[src/rtl/demux_stream_nch.sv]
// demux_stream_nch
//
// Registered, flow-controlled 1-to-NUM_CH stream demultiplexer. Each beat
// from a single producer goes to the channel picked by in_sel. Every
// channel has its own one-beat holding register with a valid/ready
// handshake, so a stalled consumer blocks only beats addressed to it.
// Beats whose select is out of range are accepted, thrown away and
// counted in a saturating drop counter.
//
// Ports:
//   clk        rising-edge clock
//   rst_n      asynchronous active-low reset
//   in_valid   producer has a beat
//   in_ready   beat is accepted this cycle (combinational, 0 in reset)
//   in_data    beat payload, BUS_WIDTH bits
//   in_sel     destination channel index, SEL_W bits
//   out_valid  per-channel: holding register is full
//   out_ready  per-channel: consumer takes the beat this cycle
//   out_data   flattened payloads, channel k at [k*BUS_WIDTH +: BUS_WIDTH]
//   drop_cnt   saturating count of beats accepted with out-of-range in_sel
module demux_stream_nch #(
   parameter  int BUS_WIDTH = 8,
   parameter  int NUM_CH    = 4,
   parameter  int CNT_WIDTH = 8,
   localparam int SEL_W     = $clog2(NUM_CH)
) (
   input  logic                        clk,
   input  logic                        rst_n,
   input  logic                        in_valid,
   output logic                        in_ready,
   input  logic [BUS_WIDTH-1:0]        in_data,
   input  logic [SEL_W-1:0]            in_sel,
   output logic [NUM_CH-1:0]           out_valid,
   input  logic [NUM_CH-1:0]           out_ready,
   output logic [NUM_CH*BUS_WIDTH-1:0] out_data,
   output logic [CNT_WIDTH-1:0]        drop_cnt
);

   // Saturating increment: holds at all-ones instead of wrapping.
   function automatic logic [CNT_WIDTH-1:0] sat_inc(input logic [CNT_WIDTH-1:0] v);
      if (&v) begin
         return v;
      end
      return v + CNT_WIDTH'(1);
   endfunction

   logic [NUM_CH-1:0]    sel_oh;
   logic                 sel_ok;
   logic                 ch_free;
   logic                 accept;
   logic [NUM_CH-1:0]    load;

   logic [BUS_WIDTH-1:0] data_p0 [NUM_CH];
   logic [NUM_CH-1:0]    vld_p0;
   logic [CNT_WIDTH-1:0] drop_cnt_p0;

   // Input side: decode the select and work out whether the addressed
   // channel can take a beat. Decoding into a one-hot vector keeps an
   // out-of-range select from ever indexing past the channel arrays.
   always_comb begin
      sel_oh = '0;
      for (int k = 0; k < NUM_CH; k++) begin
         if (in_sel == SEL_W'(k)) begin
            sel_oh[k] = 1'b1;
         end
      end
   end

   assign sel_ok  = |sel_oh;
   // A channel is free when empty or when its current beat leaves this edge.
   assign ch_free = |(sel_oh & (~vld_p0 | out_ready));
   assign in_ready = rst_n && (sel_ok ? ch_free : 1'b1);
   assign accept   = in_valid && in_ready;
   assign load     = sel_oh & {NUM_CH{accept}};

   // Stage p0: per-channel holding registers. A load on the same edge as a
   // drain wins, so the channel stays valid and throughput is one beat per
   // cycle per channel.
   always_ff @(posedge clk or negedge rst_n) begin
      if (!rst_n) begin
         vld_p0 <= '0;
         for (int k = 0; k < NUM_CH; k++) begin
            data_p0[k] <= '0;
         end
      end else begin
         for (int k = 0; k < NUM_CH; k++) begin
            if (load[k]) begin
               data_p0[k] <= in_data;
               vld_p0[k]  <= 1'b1;
            end else if (out_ready[k]) begin
               vld_p0[k]  <= 1'b0;
            end
         end
      end
   end

   always_ff @(posedge clk or negedge rst_n) begin
      if (!rst_n) begin
         drop_cnt_p0 <= '0;
      end else if (accept && !sel_ok) begin
         drop_cnt_p0 <= sat_inc(drop_cnt_p0);
      end
   end

   // Output side: everything except in_ready comes straight from registers.
   assign out_valid = vld_p0;
   assign drop_cnt  = drop_cnt_p0;

   always_comb begin
      out_data = '0;
      for (int k = 0; k < NUM_CH; k++) begin
         out_data[k*BUS_WIDTH +: BUS_WIDTH] = data_p0[k];
      end
   end

endmodule

[config.mk]
export PLATFORM = sky130hd
export DESIGN_NAME = demux_stream_nch
export DESIGN_NICKNAME = d
export VERILOG_FILES = /design/src/rtl/demux_stream_nch.sv
export SDC_FILE = /design/constraint.sdc
export NUM_CORES = 1
export LEC_CHECK = 0
export ABC_CLOCK_PERIOD_IN_PS = 3000
export CAP_MARGIN = 20
export CORE_ASPECT_RATIO = 2
export CORE_MARGIN = 2
export CORE_UTILIZATION = 35
export DETAILED_ROUTE_END_ITERATION = 10
export GPL_TIMING_DRIVEN = 0
export PLACE_DENSITY = 0.65
export SYNTH_ARGS = -nofsm -noshare
export SYNTH_HDL_FRONTEND = slang
export SYNTH_SLANG_ARGS = --single-unit
export TNS_END_PERCENT = 5
[constraint.sdc]
create_clock -name clk -period 3 [get_ports clk]
set_input_delay 0.9 -clock clk [delete_from_list [all_inputs] [get_ports clk]]
set_output_delay 0.9 -clock clk [all_outputs]
set_load 0.01 [all_outputs]
==> flow_summary.ini <==
[setup_path]
critPathMaxFanout = 2
end_kind = output pin
timing.rr.start = out_valid[1]
worstPathArrival_ns = 1.97
cp.required_ns = 2.10
worstSetupStartpoint = out_ready[1]
critPathKind = input port to output pin
worstSetupStartpointType = input port

[clock_tree]
post_cts.repair.setup_buffers = 0
clock_path_buffers = 2
cts.sinks = 44
cts_buffers = 5
cts_root_buffer = clkbuf_8
cts_tree = yes
clkTransAtPathRegs_ns = 0.09
cts-htree-levels = 2
worstSkewPairLatency_ns = 0.30

[run]
cap_violations = 0

[yosys]
ys_warn_count = 0
synthArstFlopShare_pct = 100
ys_types = 22
synth_common_cells = dfrtp_1, mux2_2, clkbuf_1, mux2_4
syn_nets = 125
netlist_area_um2 = 1700
seq_area_frac_synth_pct = 64.8
synth_top_area_share_pct = 64.8
yosysMostFrequentCell = dfrtp_1
synth_seq_cells = 44
syn_inst = 108
synthTopCellsByArea = dfrtp_1, mux2_2, mux2_4
avgSynthCellArea_um2 = 15.7
synth_ff_type = dfrtp_1
synth_edf_count = 0
yosys.area.top_type = dfrtp_1

[sta]
tightest_slew_ns = 0.870
slew_viol_final = 0
hold_viol = 0
fin_crit_sh_pct = 95.5
finalSetupViolCount = 0
finalSetupTns_ns = 0
finClkSkew_ns = 0.00729
min_period_ns = 2.87
rsz0062_at_grt = false
slew_headroom_pct = 41.7
fmax_ghz = 0.349

[global_routing]
antenna_found_initial = 0
track_usage_pct = 15.3
overflow = 0
grt_max_degree = 31
grt_pass1_vias = 1181
grt_pass1_wl_um = 6010

[min_path]
hp-class = input port to asynchronous set/reset pin

[layout]
diodes = 0
syn_to_final_growth_pct = 47.8
fill_cells = 434
layout.nets = 193
drive_gt1_share_pct = 28.8
final_area_um2 = 2510

[place]
place_hpwl_um = 2770
port_buffers = 60
place_area_um2 = 2380
gp_congestion = 0.663

[floorplanning]
die_h_um = 103
io_pins = 62
die_x_um = 53.3
fp.dieArea_um2 = 5460
start_util_pct = 36.6
placement_rows = 35
coreArea_um2 = 4640

[route]
wl_met2_um = 1990
top_layer_used = met4
num_vias = 1110
routed-wl-met3_um = 243
wl_met1_um = 1420
vias_per_cell = 4.78
drc_errors = 0
wl_per_cell_um = 16.1
ant_nets = 0
wirelength_um = 3750
dr.pass1.iters = 6
drt-initial-drc-count = 11

[power]
cellPowerDensity_nw_per_um2 = 655
ir_worst_vdd_mv = 0.514
cellLeakagePower_nw = 1.08

[outcome]
status = complete, no violations
==> layout by cell type, fill, tap and decap left out, drive strengths merged, types with 2 or more instances in the layout <==
cell,instances
clkdlybuf4s50,57
dfrtp,44
mux2,32
clkbuf,14
buf,4
o21ai,3
nand2b,3
inv,3
a21oi,2
==> kinds of logic (layout without fill, tap and decap cells) <==
| group | after synthesis | after routing | share of synthesized area (%) |
|---|---|---|---|
| compound gates | 8 | 8 | 3.10 |
| flops | 44 | 44 | 64.8 |
| simple gates | 12 | 12 | 5.53 |
| buf+inv | 12 | 81 | 3.54 |
| mux | 32 | 32 | 23.0 |
==> registers in the layout, indices dropped and copies added (netlist names) <==
signal     flops
out_data      32
out_valid      4
drop_cnt       8
==> routing by layer <==
metal | vias to the layer above | global-route usage [%]
met3 | 8 | 4.64
met5 | - | 0
met4 | 0 | 7.30
met2 | 47 | 24.9
met1 | 552 | 18.0
li1 | 503 | -
==> stage by stage <==
step / utilization (%) / total power, mW / hold slack, ns / setup WS [ns] / cells
final: 54.0 / 1.64 / 0.460 / 0.134 / 232
after global routing: 54.0 / 1.73 / 0.465 / 0.0726 / 232
after CTS: 53.8 / 1.67 / 0.458 / 0.0148 / 232
after detailed placement: 51.3 / 1.20 / 0.445 / -0.395 / 224
after global placement: 51.0 / 1.19 / 0.441 / -1.95 / 223
after floorplan: - / 0.923 / 0.494 / 0.665 / 108
==> area by class of cell <==
cell class	count	area, um^2	share of cell area (%)
flip-flops and latches	44	1100	43.9
repair buffers	61	612	24.4
multi-input cells	52	552	22.0
clock buffers	5	68.8	2.74
well taps	55	68.8	2.74
plain buffers	10	52.6	2.09
clock inverters	3	46.3	1.85
inverters	2	7.51	0.299
==> worst paths after layout <==
path                                     end  slack, ns  cells past startpoint
worst max register to register  out_data[11]       1.27                      3
min in group clk                 drop_cnt[7]       0.46                      1
worst min register to register   drop_cnt[7]       0.46                      1
worst min-delay path             out_data[1]       0.46                      1
worst max-delay path                in_ready       0.13                      5
max in group asynchronous       out_data[28]       2.10                      2
==> critical path, cell delays in order <==
cell             delay (ns)
clkdlybuf4s50_1        0.48
nand4bb_1              0.17
o311ai_2               0.12
a21oi_1                0.14
clkbuf_2               0.15
==> report_power, final <==
| part | switching (mW) | internal, mW | leakage (nW) |
|---|---|---|---|
| Combinational | 0.151 | 0.283 | 0.479 |
| Clock | 0.206 | 0.251 | 0.0548 |
| Sequential | 0.0574 | 0.694 | 0.550 |
| Total | 0.414 | 1.23 | 1.08 |
==> timing repair <==
action | CTS | global route
resized for setup | 4 | 4
endpoints found under the setup margin | 1 | 1
hold endpoints to repair | 0 | 0
pin swaps | 0 | 0
hold buffers | 0 | 0
No activity file was read; power rests on OpenSTA's default activity.
